===== src/rtl/uram_sync_fifo_if.sv =====
// rtl/uram_sync_fifo_if.sv - push/pop handshake and status bundle for uram_sync_fifo
interface uram_sync_fifo_if #(
  parameter int DATA_WIDTH = 16,
  parameter int ADDR_WIDTH = 6
);
  logic [DATA_WIDTH-1:0] w_data;
  logic                  w_en;
  logic                  full;
  logic                  almost_full;
  logic [DATA_WIDTH-1:0] r_data;
  logic                  r_valid;
  logic                  r_ready;
  logic                  empty;
  logic [ADDR_WIDTH:0]   count;
  logic                  overflow;
  logic                  underflow;

  modport master (
    output w_data, w_en, r_ready,
    input  full, almost_full, r_data, r_valid, empty, count, overflow, underflow
  );

  modport slave (
    input  w_data, w_en, r_ready,
    output full, almost_full, r_data, r_valid, empty, count, overflow, underflow
  );
endinterface


===== src/rtl/uram_sync_fifo.sv =====
// rtl/uram_sync_fifo.sv - single-clock FWFT FIFO on a registered-read micro-RAM
module uram_sync_fifo #(
  parameter int DATA_WIDTH   = 16,
  parameter int ADDR_WIDTH   = 6,
  parameter int AFULL_THRESH = 48
) (
  input  logic              clk,
  input  logic              reset,
  uram_sync_fifo_if.slave   bus
);
  localparam int DEPTH = 1 << ADDR_WIDTH;
  localparam logic [ADDR_WIDTH:0] DEPTH_C = (ADDR_WIDTH+1)'(DEPTH);
  localparam logic [ADDR_WIDTH:0] AFULL_C = (ADDR_WIDTH+1)'(AFULL_THRESH);

  logic [DATA_WIDTH-1:0] mem [DEPTH];
  logic [ADDR_WIDTH-1:0] wptr, rptr;
  logic [ADDR_WIDTH:0]   count, count_next, mem_count;
  logic                  full, empty, afull, ovf, unf;

  // Output stage: rd_q is the RAM read register, skid_q holds the older word when rd_q must reload.
  logic [DATA_WIDTH-1:0] rd_q, skid_q;
  logic                  rd_vld, skid_vld;

  logic                  r_valid, push, pop, rd_en, rd_keep, skid_keep;
  logic [1:0]            stage_cnt;

  always_comb begin
    r_valid    = rd_vld | skid_vld;
    push       = bus.w_en & ~full;
    pop        = r_valid & bus.r_ready;
    stage_cnt  = {1'b0, rd_vld} + {1'b0, skid_vld};
    mem_count  = count - (ADDR_WIDTH+1)'(stage_cnt);
    // Only words written on an earlier edge are read, so a read never meets a same-cycle write.
    rd_en      = (mem_count != '0) && ((stage_cnt - {1'b0, pop}) <= 2'd1);
    skid_keep  = skid_vld & ~pop;
    rd_keep    = rd_vld & ~(pop & ~skid_vld);
    count_next = count + (ADDR_WIDTH+1)'(push) - (ADDR_WIDTH+1)'(pop);
  end

  always_ff @(posedge clk) begin
    if (push) mem[wptr] <= bus.w_data;
  end

  always_ff @(posedge clk) begin
    if (reset) begin
      wptr     <= '0;
      rptr     <= '0;
      count    <= '0;
      full     <= 1'b0;
      empty    <= 1'b1;
      afull    <= 1'b0;
      ovf      <= 1'b0;
      unf      <= 1'b0;
      rd_q     <= '0;
      rd_vld   <= 1'b0;
      skid_q   <= '0;
      skid_vld <= 1'b0;
    end else begin
      if (push) wptr <= wptr + 1'b1;
      count <= count_next;
      full  <= (count_next == DEPTH_C);
      empty <= (count_next == '0);
      afull <= (count_next >= AFULL_C);
      if (bus.w_en & full) ovf <= 1'b1;
      if (bus.r_ready & ~r_valid & empty) unf <= 1'b1;

      if (rd_en) begin
        rd_q   <= mem[rptr];
        rd_vld <= 1'b1;
        rptr   <= rptr + 1'b1;
        if (rd_keep) begin
          skid_q   <= rd_q;
          skid_vld <= 1'b1;
        end else begin
          skid_vld <= skid_keep;
        end
      end else begin
        rd_vld   <= rd_keep;
        skid_vld <= skid_keep;
      end
    end
  end

  assign bus.r_valid     = r_valid;
  assign bus.r_data      = skid_vld ? skid_q : rd_q;
  assign bus.full        = full;
  assign bus.empty       = empty;
  assign bus.almost_full = afull;
  assign bus.count       = count;
  assign bus.overflow    = ovf;
  assign bus.underflow   = unf;
endmodule


===== src/flat_wrapper.sv =====
// flat-port wrapper written by rule: the top's interface ports become plain ports
module uram_sync_fifo_flat 
#(
  parameter int DATA_WIDTH   = 16,
  parameter int ADDR_WIDTH   = 6,
  parameter int AFULL_THRESH = 48
)
  (clk, reset, bus_w_data, bus_w_en, bus_r_ready, bus_full, bus_almost_full, bus_r_data, bus_r_valid, bus_empty, bus_count, bus_overflow, bus_underflow);
  uram_sync_fifo_if #(.DATA_WIDTH(DATA_WIDTH), .ADDR_WIDTH(ADDR_WIDTH)) bus_i ();
  input  logic clk;
  input  logic reset;
  input wire logic [$bits(bus_i.w_data)-1:0] bus_w_data;
  input wire logic [$bits(bus_i.w_en)-1:0] bus_w_en;
  input wire logic [$bits(bus_i.r_ready)-1:0] bus_r_ready;
  output wire logic [$bits(bus_i.full)-1:0] bus_full;
  output wire logic [$bits(bus_i.almost_full)-1:0] bus_almost_full;
  output wire logic [$bits(bus_i.r_data)-1:0] bus_r_data;
  output wire logic [$bits(bus_i.r_valid)-1:0] bus_r_valid;
  output wire logic [$bits(bus_i.empty)-1:0] bus_empty;
  output wire logic [$bits(bus_i.count)-1:0] bus_count;
  output wire logic [$bits(bus_i.overflow)-1:0] bus_overflow;
  output wire logic [$bits(bus_i.underflow)-1:0] bus_underflow;
  assign bus_i.w_data = bus_w_data;
  assign bus_i.w_en = bus_w_en;
  assign bus_i.r_ready = bus_r_ready;
  assign bus_full = bus_i.full;
  assign bus_almost_full = bus_i.almost_full;
  assign bus_r_data = bus_i.r_data;
  assign bus_r_valid = bus_i.r_valid;
  assign bus_empty = bus_i.empty;
  assign bus_count = bus_i.count;
  assign bus_overflow = bus_i.overflow;
  assign bus_underflow = bus_i.underflow;
  uram_sync_fifo #(.DATA_WIDTH(DATA_WIDTH), .ADDR_WIDTH(ADDR_WIDTH), .AFULL_THRESH(AFULL_THRESH)) u_core (.clk(clk), .reset(reset), .bus(bus_i));
endmodule

===== config.mk =====
export PLATFORM = sky130hd
export DESIGN_NAME = uram_sync_fifo_flat
export DESIGN_NICKNAME = d
export VERILOG_FILES = /design/src/rtl/uram_sync_fifo_if.sv /design/src/rtl/uram_sync_fifo.sv /design/src/flat_wrapper.sv
export SDC_FILE = /design/constraint.sdc
export NUM_CORES = 1
export LEC_CHECK = 0
export BUFFER_PORTS_ARGS = -buffer_cell sky130_fd_sc_hd__buf_4
export CAP_MARGIN = 40
export CORE_ASPECT_RATIO = 0.75
export CORE_MARGIN = 3
export CORE_UTILIZATION = 63
export DETAILED_ROUTE_END_ITERATION = 7
export PLACE_DENSITY = 0.8
export RECOVER_POWER = 100
export SLEW_MARGIN = 5
export SYNTH_ARGS = -nofsm -noshare
export SYNTH_HDL_FRONTEND = slang
export SYNTH_SLANG_ARGS = --single-unit

===== constraint.sdc =====
create_clock -name clk -period 3.9 [get_ports clk]
set_input_delay 0.195 -clock clk [delete_from_list [all_inputs] [get_ports clk]]
set_output_delay 0.195 -clock clk [all_outputs]
set_load 0.01 [all_outputs]

==> flow_summary.ini <==
[power_and_ir_drop]
p_per_area_mw_per_mm2 = 612
p_switching_w = 0.00796
power_frac_clock_pct = 32.7
seqPwrFrac_pct = 46.7
comb_power_share_pct = 20.6
p_int_w = 0.0207
switching_share_pct = 27.8
power_leakage_nw = 14.6
irDropWorstVdd_mv = 0.448

[placed_design]
routabilityCongestion = 0.865
pre_cts_ws_ps = 456
dp_hpwl_um = 60600
port_buffers = 48

[detailed_routing]
avgViaCountPerCell = 7.05
drt_iter0_drc = 3424
drc = 0
drtAntennaViolNets = 0
drt_pass1_iterations = 6
wl_per_cell_um = 32.8
vias = 23000
drt_wl_total_um = 107000

[logic_synthesis]
async_flop_share_pct = 0
syn_area_mm2 = 0.0423
syn_nets = 2209
ys_types = 56
synthTopCellsByArea = edfxtp_1, mux4_2, mux2i_1
avgSynthCellArea_um2 = 19.5
synth_top_area_share_pct = 72.6
ys_seq_area_share_pct = 75.4
ys_seq_elements = 1082
netlist_instances = 2171
synth.largest_area_cell = edfxtp_1
synth_commonest_cells = edfxtp_1, mux2i_1, mux4_2, nor2_1, o22ai_1
yosysWarnings = 0
synth_ff_type = edfxtp_1
synth_edf_count = 1024
synth_most_common_cell = edfxtp_1

[setup_path]
cp-start-kind = register
rrSetupSlack_ps = 160
worst-setup-path-type = register to register
reg2reg_depth = 8
critPathSlowestCell = dfxtp_4
cp_data_required_time_ps = 4500
critical_path.top_delay_family = compound AO/OA/AOI/OAI gates
r2r_end = u_core.rd_q[1]$_SDFFE_PP0P_
rr_startpoint = u_core.rptr[2]$_SDFFE_PP0P_
worst-path-buf-inv = 2
arrival_ps = 4340
crit_path_end_kind = register
crit_fanout = 66
crit_top_cell = a211oi_1
cpPeakStageDelay_ps = 890
crit_chain = buf_12, mux4_2, o22ai_1, a211oi_1, a211oi_1, nor3_1, buf_2, o311a_1

[floorplanning]
fp.coreArea_mm2 = 0.0659
initial_core_util_pct = 64.3
ios = 49
die_w_um = 305
dieArea_mm2 = 0.0704
die_h_um = 231
rows = 81

[sta]
tightest_slew_ps = 3770
fin_crit_sh_pct = 95.9
slew_headroom_pct = -151
rsz0062_at_grt = no
tns_ps = 0
fin_skew_ps = 22.8
finalSetupViolations = 0
slew_viol_final = 1104
max_freq_mhz = 267
layout_min_cycle_time_ps = 3740
layout_setup_ws_ps = 161
final_hold_viol_count = 0

[finish]
drive_above_1_share_pct = 18.0
fin_nets = 2339
n_fill_cell = 3878
syn_to_final_growth_pct = 10.6

[global_routing]
grt_max_degree = 67
antenna_found_initial = 2
grt_first_pass_wirelength_um = 156000
track_usage_pct = 30.6
grt_pass1_vias = 22500
grt-ovfl-total = 0

[clock_network]
root_buffer = clkbuf_16
insertion_delay_ps = 660
cts_setup_buffers = 0
path_clk_slew_ps = 70
htreeDepth = 3
cts_buffer_depth = 3
cts-buffers-inserted = 96
cts_tree = built
clock_sinks = 1082

[hold_path]
hold_path_end = u_core.skid_q[2]$_SDFFE_PP0P_
worstHoldStart = u_core.skid_q[2]$_SDFFE_PP0P_
holdPathStages = 2
hold_path.class = register to register

[run]
drv_cap = 18

[run_status]
status = complete, but fails checks
failed_checks = capacitance limit, slew limit
[what timing repair did]
| action | in CTS | in global routing |
|---|---|---|
| hold endpoints to repair | 13 | 0 |
| resized for setup | 0 | 0 |
| hold buffers | 5 | 0 |
[per-layer routing]
metal / routed length [µm] / part of all wire, % / global-route usage (%)
met4: 3350 / 3.1 / 9.11
met3: 14400 / 13 / 8.14
met1: 40200 / 38 / 45.7
met5: 0 / 0 / 0
met2: 48800 / 46 / 45.5
[state kept, by name (all words and copies together), names as in the netlist]
signal and flops:
u_core.bus.almost_full 1, u_core.rd_q 16, u_core.bus.full 1, u_core.bus.underflow 1
u_core.bus.overflow 1, u_core.mem 1024, u_core.rd_vld 1, u_core.rptr 6
u_core.bus.count 7, u_core.wptr 6, u_core.skid_q 16, u_core.bus.empty 1
u_core.skid_vld 1
[placed cells by master, fill, tap and decap left out, types with 4 or more instances in the layout]
master / Yosys / routed
clkbuf_16: 0 / 98
mux4_2: 163 / 163
ha_1: 17 / 17
a2111oi_2: 12 / 13
xor2_1: 6 / 6
or2b_1: 6 / 6
clkbuf_1: 44 / 127
nor2b_1: 7 / 6
o221ai_1: 31 / 31
dfxtp_1: 58 / 53
bufinv_16: 0 / 4
clkinv_2: 0 / 16
and3_1: 15 / 15
mux2_1: 0 / 14
buf_12: 1 / 9
edfxtp_1: 1024 / 1024
inv_1: 24 / 24
nor3_1: 24 / 23
mux2_2: 48 / 34
xnor2_1: 11 / 11
clkinv_1: 1 / 9
nand2_1: 21 / 21
o311a_1: 15 / 15
dlygate4sd3_1: 0 / 5
nand2b_1: 15 / 15
buf_4: 23 / 51
o21ai_0: 36 / 36
clkbuf_8: 0 / 15
nand3_1: 6 / 6
a21oi_1: 24 / 24
mux2i_1: 205 / 205
nor2_1: 104 / 103
o22ai_1: 63 / 63
a211oi_1: 60 / 60
[logic make-up (layout without fill, tap and decap cells)]
kind of cell	count (synthesis)	in the layout	share of synthesized area, %
flip-flops	1082	1082	75.4
multiplexers	416	416	14.8
AO/OA/AOI/OAI	263	263	4.59
AND/OR/NAND/NOR	216	216	2.43
buffers and inverters	159	372	1.94
adder cells (fa/ha/maj)	18	18	0.550
XOR/XNOR	17	17	0.352
other	0	3	0
[through the flow]
step	util, %	hold WS, ps	total power, W	cells	instance area, µm²
finish	71.1	498	0.0287	3258	46800
global route	71.1	543	0.0295	3255	46800
CTS	71.7	95.7	0.0288	3254	47200
detailed placement	66.9	450	0.0194	3068	44100
global placement	66.8	433	0.0192	3063	44000
floorplan	-	294	0.0175	2171	42300
[worst max-delay path by stage]
stage               slack, ps                          end  cells past startpoint                   startpoint
global route              170  u_core.mem[38][1]$_DFFE_PP_                      6   u_core.bus.full$_SDFF_PP0_
floorplan                 600  u_core.rd_q[0]$_SDFFE_PP0P_                     13   u_core.skid_vld$_SDFF_PP0_
CTS                       290  u_core.rd_q[1]$_SDFFE_PP0P_                      8  u_core.rptr[2]$_SDFFE_PP0P_
detailed placement        460  u_core.rd_q[1]$_SDFFE_PP0P_                      8  u_core.rptr[1]$_SDFFE_PP0P_
global placement          210  u_core.rd_q[1]$_SDFFE_PP0P_                      7  u_core.rptr[2]$_SDFFE_PP0P_
finish                    160  u_core.rd_q[1]$_SDFFE_PP0P_                      8  u_core.rptr[2]$_SDFFE_PP0P_
[power by group through the flow]
stage               Combinational (W)  Sequential [W]  Clock (W)
floorplan                     0.00416          0.0133          0
global placement              0.00566          0.0136          0
detailed placement            0.00584          0.0136          0
CTS                           0.00595          0.0133    0.00946
global route                  0.00623          0.0134    0.00988
finish                        0.00591          0.0134    0.00938
[worst reg2reg max path, delay by kind of cell, from the launching register on]
| family | cells | cell delay, ps |
|---|---|---|
| compound gates | 4 | 1270 |
| mux | 1 | 360 |
| flops | 1 | 890 |
| simple gates | 1 | 410 |
| buf+inv | 2 | 750 |
[cell type report]
cell class,count,area (µm²),share of cell area (%)
multi-input cells,930,9620,20.5
flip-flops and latches,1082,31900,68.1
inverters,25,93.8,0.200
clock inverters,37,338,0.721
repair buffers,166,998,2.13
well taps,871,1090,2.33
clock buffers,144,2780,5.92
diodes,3,7.51,0.0160
No activity file was read; power rests on OpenSTA's default activity.
